===== config.mk =====
export PLATFORM = sky130hd
export DESIGN_NAME = fetch_unit_flat
export DESIGN_NICKNAME = d
export VERILOG_FILES = /design/src/rtl/fetch_if.sv /design/src/rtl/fetch_unit.sv /design/src/flat_wrapper.sv
export SDC_FILE = /design/constraint.sdc
export NUM_CORES = 1
export LEC_CHECK = 0
export BUFFER_PORTS_ARGS = -buffer_cell sky130_fd_sc_hd__buf_2
export CAP_MARGIN = 5
export CORE_AREA = 2 2 177 179
export CTS_BUF_LIST = sky130_fd_sc_hd__clkbuf_4 sky130_fd_sc_hd__clkbuf_8
export CTS_CLUSTER_SIZE = 10
export DETAILED_ROUTE_END_ITERATION = 10
export DIE_AREA = 0 0 179 181
export PLACE_DENSITY_LB_ADDON = 0.15
export SETUP_SLACK_MARGIN = 0.1
export SLEW_MARGIN = 0
export SYNTH_ARGS = -nofsm -noshare
export SYNTH_HDL_FRONTEND = slang
export SYNTH_SLANG_ARGS = --single-unit

===== constraint.sdc =====
create_clock -name clk -period 9.9 [get_ports clk]
set_input_delay 1.98 -clock clk [delete_from_list [all_inputs] [get_ports clk]]
set_output_delay 1.98 -clock clk [all_outputs]
set_load 0.02 [all_outputs]

===== src/rtl/fetch_if.sv =====
// fetch_if: memory request/response, redirect and decoder channels of the fetch stage
interface fetch_if #(
  parameter int ADDRESS_WIDTH = 32,
  parameter int INSTRUCTION_WIDTH = 32
);
  logic mem_req_valid;
  logic mem_req_ready;
  logic [ADDRESS_WIDTH-1:0] mem_req_address;
  logic mem_resp_valid;
  logic [INSTRUCTION_WIDTH-1:0] mem_resp_data;
  logic mem_resp_error;
  logic redirect_valid;
  logic [ADDRESS_WIDTH-1:0] redirect_address;
  logic instruction_valid;
  logic instruction_ready;
  logic [INSTRUCTION_WIDTH-1:0] instruction_data;
  logic [ADDRESS_WIDTH-1:0] instruction_pc;
  logic instruction_fault;
  modport master (
    output mem_req_valid, mem_req_address, instruction_valid, instruction_data, instruction_pc, instruction_fault,
    input mem_req_ready, mem_resp_valid, mem_resp_data, mem_resp_error, redirect_valid, redirect_address, instruction_ready
  );
  modport slave (
    input mem_req_valid, mem_req_address, instruction_valid, instruction_data, instruction_pc, instruction_fault,
    output mem_req_ready, mem_resp_valid, mem_resp_data, mem_resp_error, redirect_valid, redirect_address, instruction_ready
  );
endinterface


===== src/rtl/fetch_unit.sv =====
// fetch_unit: fetch PC, credit-limited word requests, in-order tag queue, output FIFO, redirect flush
module fetch_unit #(
  parameter int ADDRESS_WIDTH = 32,
  parameter int INSTRUCTION_WIDTH = 32,
  parameter logic [ADDRESS_WIDTH-1:0] RESET_PC = '0,
  parameter int DEPTH = 4
) (
  input logic clk,
  input logic rst,
  fetch_if.master bus
);
  localparam int PW = $clog2(DEPTH);
  localparam int CW = PW + 1;
  localparam int SW = CW + 2;
  typedef enum logic {FETCH, HALT} state_t;
  state_t state_q, state_d;
  logic [ADDRESS_WIDTH-1:0] pc_q, pc_d;
  logic [CW-1:0] inflight_q, inflight_d, drop_q, drop_d, cnt_q, cnt_d;
  logic [PW-1:0] tw_q, tw_d, tr_q, tr_d, fw_q, fw_d, fr_q, fr_d;
  logic [ADDRESS_WIDTH-1:0] tag_q [DEPTH];
  logic [INSTRUCTION_WIDTH-1:0] data_q [DEPTH];
  logic [ADDRESS_WIDTH-1:0] ipc_q [DEPTH];
  logic [DEPTH-1:0] fault_q;
  logic [SW-1:0] used;
  logic fire, take, pop, misaligned, push, push_fault;
  logic [PW-1:0] push_idx;
  logic [INSTRUCTION_WIDTH-1:0] push_data;
  logic [ADDRESS_WIDTH-1:0] push_pc;
  assign used = SW'(inflight_q) + SW'(drop_q) + SW'(cnt_q);
  // state reads FETCH while reset is held, so the request is gated by rst itself
  assign bus.mem_req_valid = rst && state_q == FETCH && !bus.redirect_valid && used < SW'(DEPTH);
  assign bus.mem_req_address = pc_q;
  assign fire = bus.mem_req_valid && bus.mem_req_ready;
  assign take = bus.mem_resp_valid && drop_q == '0 && !bus.redirect_valid;
  assign pop = bus.instruction_valid && bus.instruction_ready;
  assign misaligned = bus.redirect_address[1:0] != 2'b00;
  assign bus.instruction_valid = cnt_q != '0;
  assign bus.instruction_data = bus.instruction_valid ? data_q[fr_q] : '0;
  assign bus.instruction_pc = bus.instruction_valid ? ipc_q[fr_q] : '0;
  assign bus.instruction_fault = bus.instruction_valid && fault_q[fr_q];
  always_comb begin
    state_d = state_q;
    pc_d = pc_q;
    inflight_d = inflight_q;
    drop_d = drop_q;
    cnt_d = cnt_q;
    tw_d = tw_q;
    tr_d = tr_q;
    fw_d = fw_q;
    fr_d = fr_q;
    push = take;
    push_idx = fw_q;
    push_data = bus.mem_resp_error ? '0 : bus.mem_resp_data;
    push_pc = tag_q[tr_q];
    push_fault = bus.mem_resp_error;
    if (bus.redirect_valid) begin
      pc_d = bus.redirect_address;
      state_d = misaligned ? HALT : FETCH;
      // everything still owed by memory, minus a response consumed this cycle, must be discarded
      drop_d = drop_q + inflight_q - CW'(bus.mem_resp_valid);
      inflight_d = '0;
      tw_d = '0;
      tr_d = '0;
      fr_d = '0;
      fw_d = PW'(misaligned);
      cnt_d = CW'(misaligned);
      push = misaligned;
      push_idx = '0;
      push_data = '0;
      push_pc = bus.redirect_address;
      push_fault = 1'b1;
    end else begin
      pc_d = fire ? pc_q + ADDRESS_WIDTH'(4) : pc_q;
      tw_d = fire ? tw_q + PW'(1) : tw_q;
      tr_d = take ? tr_q + PW'(1) : tr_q;
      fw_d = take ? fw_q + PW'(1) : fw_q;
      fr_d = pop ? fr_q + PW'(1) : fr_q;
      drop_d = drop_q - CW'(bus.mem_resp_valid && drop_q != '0);
      inflight_d = inflight_q + CW'(fire) - CW'(take);
      cnt_d = cnt_q + CW'(take) - CW'(pop);
      state_d = take && bus.mem_resp_error ? HALT : state_q;
    end
  end
  always_ff @(posedge clk or negedge rst) begin
    if (!rst) begin
      state_q <= FETCH;
      pc_q <= RESET_PC;
      inflight_q <= '0;
      drop_q <= '0;
      cnt_q <= '0;
      tw_q <= '0;
      tr_q <= '0;
      fw_q <= '0;
      fr_q <= '0;
    end else begin
      state_q <= state_d;
      pc_q <= pc_d;
      inflight_q <= inflight_d;
      drop_q <= drop_d;
      cnt_q <= cnt_d;
      tw_q <= tw_d;
      tr_q <= tr_d;
      fw_q <= fw_d;
      fr_q <= fr_d;
    end
  end
  always_ff @(posedge clk) begin
    if (fire) tag_q[tw_q] <= pc_q;
    if (push) begin
      data_q[push_idx] <= push_data;
      ipc_q[push_idx] <= push_pc;
      fault_q[push_idx] <= push_fault;
    end
  end
endmodule

===== src/flat_wrapper.sv =====
// flat-port wrapper written by rule: the top's interface ports become plain ports
module fetch_unit_flat 
#(
  parameter int ADDRESS_WIDTH = 32,
  parameter int INSTRUCTION_WIDTH = 32,
  parameter logic [ADDRESS_WIDTH-1:0] RESET_PC = '0,
  parameter int DEPTH = 4
)
  (clk, rst, bus_mem_req_valid, bus_mem_req_address, bus_instruction_valid, bus_instruction_data, bus_instruction_pc, bus_instruction_fault, bus_mem_req_ready, bus_mem_resp_valid, bus_mem_resp_data, bus_mem_resp_error, bus_redirect_valid, bus_redirect_address, bus_instruction_ready);
  fetch_if #(.ADDRESS_WIDTH(ADDRESS_WIDTH), .INSTRUCTION_WIDTH(INSTRUCTION_WIDTH)) bus_i ();
  input logic clk;
  input logic rst;
  output wire logic [$bits(bus_i.mem_req_valid)-1:0] bus_mem_req_valid;
  output wire logic [$bits(bus_i.mem_req_address)-1:0] bus_mem_req_address;
  output wire logic [$bits(bus_i.instruction_valid)-1:0] bus_instruction_valid;
  output wire logic [$bits(bus_i.instruction_data)-1:0] bus_instruction_data;
  output wire logic [$bits(bus_i.instruction_pc)-1:0] bus_instruction_pc;
  output wire logic [$bits(bus_i.instruction_fault)-1:0] bus_instruction_fault;
  input wire logic [$bits(bus_i.mem_req_ready)-1:0] bus_mem_req_ready;
  input wire logic [$bits(bus_i.mem_resp_valid)-1:0] bus_mem_resp_valid;
  input wire logic [$bits(bus_i.mem_resp_data)-1:0] bus_mem_resp_data;
  input wire logic [$bits(bus_i.mem_resp_error)-1:0] bus_mem_resp_error;
  input wire logic [$bits(bus_i.redirect_valid)-1:0] bus_redirect_valid;
  input wire logic [$bits(bus_i.redirect_address)-1:0] bus_redirect_address;
  input wire logic [$bits(bus_i.instruction_ready)-1:0] bus_instruction_ready;
  assign bus_mem_req_valid = bus_i.mem_req_valid;
  assign bus_mem_req_address = bus_i.mem_req_address;
  assign bus_instruction_valid = bus_i.instruction_valid;
  assign bus_instruction_data = bus_i.instruction_data;
  assign bus_instruction_pc = bus_i.instruction_pc;
  assign bus_instruction_fault = bus_i.instruction_fault;
  assign bus_i.mem_req_ready = bus_mem_req_ready;
  assign bus_i.mem_resp_valid = bus_mem_resp_valid;
  assign bus_i.mem_resp_data = bus_mem_resp_data;
  assign bus_i.mem_resp_error = bus_mem_resp_error;
  assign bus_i.redirect_valid = bus_redirect_valid;
  assign bus_i.redirect_address = bus_redirect_address;
  assign bus_i.instruction_ready = bus_instruction_ready;
  fetch_unit #(.ADDRESS_WIDTH(ADDRESS_WIDTH), .INSTRUCTION_WIDTH(INSTRUCTION_WIDTH), .RESET_PC(RESET_PC), .DEPTH(DEPTH)) u_core (.clk(clk), .rst(rst), .bus(bus_i));
endmodule

-- Word-level counts from Yosys, hierarchy flattened
Memory sizes are Yosys's and may differ from the RTL's.
Index checks and enable logic that the tools add are counted.
- add/sub/neg operators: 14
- $lt $le $gt $ge: 4
- muxes and demuxes: 33
- bitwise logic cells: 1
- reductions and logical operators: 20
- operators with widths (operator ; number):
    2-to-1 mux 32 bit ; 7
    adder 32 x 3 -> 32 bit, second input constant ; 1
    2-to-1 mux 2 bit ; 9
    subtractor 3 x 1 -> 3 bit ; 4
    logical AND 1 bit ; 11
    2-to-1 mux 1 bit ; 11
    nonzero test 2 bit ; 5
    2-to-1 mux 3 bit ; 3
    adder 2 x 1 -> 2 bit, second input constant ; 4
    adder 3 x 1 -> 3 bit ; 2
    < comparator 2 x 3 -> 1 bit, second input constant ; 2
    nonzero test 3 bit ; 2
    adder 5 x 3 -> 5 bit ; 1
    < comparator 5 x 3 -> 1 bit, second input constant ; 1
    adder 3 x 3 -> 4 bit ; 1
    bitwise mux 4 bit ; 1
    adder 3 bit ; 1
    zero test 3 bit ; 1
    binary-select mux 1 bit (select 2 bit) ; 1
    demux 1 bit (select 2 bit) ; 1
    >= comparator 2 x 1 -> 1 bit, second input constant ; 1
    zero test 1 bit ; 1
    NOT 1 bit ; 1
- flip-flop bits (word level): 54
- RAM bits: 384
- input bits: 71
- word-level logic and storage cells: 85
- memories kept: 3
- memory list (memory ; depth ; bits a word ; rd ports ; clocked after memory_dff ; wr ports ; RTL line ; RTL):
    u_core.data_q ; 4 ; 32 ; 1 ; 0 ; 1 ; fetch_unit.sv:21 ; logic [INSTRUCTION_WIDTH-1:0] data_q [DEPTH];
    u_core.ipc_q ; 4 ; 32 ; 1 ; 0 ; 1 ; fetch_unit.sv:22 ; logic [ADDRESS_WIDTH-1:0] ipc_q [DEPTH];
    u_core.tag_q ; 4 ; 32 ; 1 ; 0 ; 1 ; fetch_unit.sv:20 ; logic [ADDRESS_WIDTH-1:0] tag_q [DEPTH];

-- Longest topological paths before layout
- word-level depth: 8
- depth in mapped cells: 13

-- Worst setup path after synthesis
OpenSTA, ideal clock, no wires.
- kind: input to register
- start point: in bus_redirect_valid
- end point: mem u_core.data_q[2][0], enable pin
- setup time: 0.671 ns
- arrival: 9.298 ns
- setup slack: -0.069 ns
- cell stages on the path: 4
- path buffers: 3
- cells stage by stage: buf_6 > clkbuf_1 > clkbuf_1 > nor4b_1
- word-level cells in the longest chain between the ends: 5
- ends and longest elaborated chain (what ; RTL line ; RTL):
    start: declaration ; flat_wrapper.sv:23 ; input wire logic [$bits(bus_i.redirect_valid)-1:0] bus_redirect_valid;
    zero test 1 bit ; fetch_unit.sv:34 ; assign take = bus.mem_resp_valid && drop_q == '0 && !bus.redirect_valid;
    logical AND 1 bit ; fetch_unit.sv:34 ;
    2-to-1 mux 1 bit ; fetch_unit.sv:56 ; if (bus.redirect_valid) begin
    2-to-1 mux 1 bit ; fetch_unit.sv:109 ; if (push) begin
    2-to-1 mux 1 bit (implied by the code) ; fetch_unit.sv:110 ; data_q[push_idx] <= push_data;
    end: declaration ; fetch_unit.sv:21 ;
Several ways; a longest one is shown, not always the timed one.

-- Worst setup path after layout
- start point: in rst
- end point: out bus_mem_req_valid
- word-level cells in the longest chain between the ends: 3
- ends and longest elaborated chain (what ; RTL line ; RTL):
    start: declaration ; flat_wrapper.sv:12 ; input logic rst;
    logical AND 1 bit (3 in series) ; fetch_unit.sv:31 ; assign bus.mem_req_valid = rst && state_q == FETCH && !bus.redirect_valid && used < SW'(DEPTH);
    end: declaration ; flat_wrapper.sv:13 ; output wire logic [$bits(bus_i.mem_req_valid)-1:0] bus_mem_req_valid;
No other way between the ends.

==> metrics <==
wire per inst=21.1 um; final hold violation count=0; dpl hpwl=21,400 um; status=finished clean; power per cell area=224 mW/mm^2; Cells after DPL=1,568; Hold Path Stages=2; CP startpoint kind=primary input; Crit path max-delay family=buffers and inverters; Clock Latency Late Sink=0.59 ns; Slew HR=0.322; vias in the first global route=9,975; CP Cell Sequence=buf_2 > buf_4 > or4b_4 > a21oi_4 > and2_1 > buf_2; r2r setup slk=5.43 ns; CTS resizes=0; predominant post-synthesis flop cell=edfxtp_1; asr flop ratio synth=0.114; cell repeated most along the worst path=buf_2; GPL Wtd Cong=0.784; clock root buffer master=clkbuf_8; post-synthesis sequential area ratio=0.715; Layout area overhead=15.1%; Post-synth EDFFs=388; CP endpoint kind=output pin; max-slew violations=0; Setup Skew=0.0390 ns; R2R depth=9; Layout Utilization=0.684; syn_nets=1,133; DRT Pass-1 Iters=5; clock-pin slew on the worst setup and hold paths=0.06 ns; number of buffer and inverter stages on the critical path=3; worst hold endpoint=u_core.state_q; CTS Buf Count=70; worst r2r dst=u_core.tag_q[2][20]; Initial Util=0.594; Pleak=7.52 nW; Hold Startpoint=u_core.state_q; Worst-Margin Slew=1.02 ns; Max-cap violations=0; Syn. warnings=0; crit path max-delay cell type=or4b_4; hold buffers post-CTS=0; Post-CTS Setup Inserts=0; Core ar.=0.0303 sq mm; I/O Buffers=169; TritonCTS clock tree=yes; grt ovf=0; die area=0.0324 sq mm; Die Ht=181 um; layout net count=1,338; Non-Filler Instances=1,693; initial DRC count=907; synthesized area per cell=17.4 sq um; clock net sink count=438; Final ANT Viol Nets=0; RSZ-0062 raised after global routing=false; reg2reg start=u_core.drop_q[0]; initial antenna violation count=1; I/O Pins=170; Max FO, Critical Path=51; Setup CP Type=primary input to output pin; antenna fix cells=0; gr usage total=0.227; VDD IR-drop max=0.000130 V; Seq cells post-synth=438; Tcrit/Tclk final=0.590; DRC=0; H-tree levels=3; final setup violation count=0; Crit path required time=7.92 ns; share of layout cells above drive strength 1=0.323; first-pass GRT wire length=55,300 um; min cycle time layout=5.84 ns; CTS Buffer Depth=3; Vias/cell=5.81; WL final=35,700 um; Fin Setup TNS=0 ns; mapped cell area=0.0180 sq mm; Die X=179 um; crit-path max cell delay=0.59 ns; Hold WC Path Type=flip-flop to flip-flop; arrival time at the worst endpoint=3.86 ns; row cnt=64; vias after detailed routing=9,831; Synth Instances=1,039; fmax=0.171 GHz; Distinct cells, synth=55; largest net degree at the start of global routing=72
[per-stage QoR]
stage	setup slack [ns]	total power [W]	hold slack, ns	instance area [sq um]
after floorplan	0.259	0.00286	0.469	18000
after global placement	4.03	0.00314	0.524	19300
after detailed placement	4.01	0.00315	0.538	19300
after CTS	4.00	0.00470	0.555	20800
after global routing	3.92	0.00486	0.584	20800
final	4.06	0.00464	0.549	20800
[how the worst max path moves through the flow]
stage / start / to / slack, ns / cells after the start
after detailed placement: rst / bus_mem_req_valid / 4.01 / 6
after global placement: rst / bus_mem_req_valid / 4.03 / 6
after floorplan: bus_redirect_valid / u_core.data_q[0][0] / 0.26 / 3
after CTS: rst / bus_mem_req_valid / 4.00 / 6
final: rst / bus_mem_req_valid / 4.06 / 6
after global routing: rst / bus_mem_req_valid / 3.92 / 6
[metal layers]
metal  vias to the layer above  wire length (um)  track usage
met5                         -                13            0
met4                         2               590       0.0689
met3                        52              2220       0.0389
met2                       360             17200        0.353
met1                      4991             15700        0.334
li1                       4426                 -            -
[cells in the mapped netlist (6+ instances only)]
cell | number | area [sq um]
o211ai_1 | 10 | 75.1
xnor2_1 | 8 | 70.1
or4_1 | 9 | 67.6
nand3_1 | 24 | 120
nand2_1 | 109 | 409
mux4_2 | 97 | 2180
xor2_1 | 9 | 78.8
nor3_1 | 6 | 30.0
inv_1 | 28 | 105
ha_1 | 19 | 238
and2_1 | 106 | 663
nand4_1 | 12 | 75.1
o21ai_0 | 10 | 50.1
dfrtp_1 | 50 | 1250
buf_1 | 9 | 33.8
clkbuf_1 | 38 | 143
edfxtp_1 | 388 | 11700
a21oi_1 | 10 | 50.1
nor2_1 | 23 | 86.3
[where the power goes]
part	switching (W)	internal [W]	leakage, nW
clock	0.000679	0.000865	0.751
combinational	0.000533	0.000391	2.59
sequential	0.0000750	0.00210	4.18
total	0.00129	0.00336	7.52
[worst register-to-register path: cells and delay by family (launching register included)]
kind / cells / cell delay, ns
XOR/XNOR: 1 / 0.18
adder cells (fa/ha/maj): 3 / 0.94
buffers and inverters: 2 / 0.85
flip-flops: 1 / 0.42
AND/OR/NAND/NOR: 3 / 1.75
[placed cells by master (no fill, tap or decap), drive strengths merged, types with 13 or more instances in the layout]
cell type,n
inv,33
dfrtp,50
clkinv,13
nor2,23
nand4,13
clkbuf,102
nand3,26
edfxtp,388
and2,106
mux4,97
o21ai,13
ha,19
nand2,109
buf,186
[cells by family (layout without fill, tap and decap cells)]
family	after synthesis	count (layout)	share of synthesized area
adders and majority gates	23	23	0.0176
muxes	99	99	0.122
DFF	438	438	0.715
and+or+nand+nor	318	318	0.0941
AOI/OAI and AO/OA	62	62	0.0244
buffers and inverters	82	340	0.0180
xor gates and xnor gates	17	17	0.00826
[registers in the layout, indices dropped and copies added (netlist names)]
register,flops
u_core.data_q,128
u_core.bus.mem_req_address,32
u_core.fault_q,4
u_core.tw_q,2
u_core.ipc_q,128
u_core.state_q,1
u_core.fw_q,2
u_core.tag_q,128
u_core.drop_q,3
u_core.cnt_q,3
u_core.tr_q,2
u_core.inflight_q,3
u_core.fr_q,2
[layout make-up]
class / instances / area, sq um
Sequential cell: 438 / 12900
Clock inverter: 23 / 186
Timing Repair Buffer: 186 / 973
Tap cell: 396 / 495
Inverter: 29 / 109
Fill cell: 2065 / 9590
Multi-Input combinational cell: 519 / 4840
Clock buffer: 102 / 1240
No activity file was read; power rests on OpenSTA's default activity.
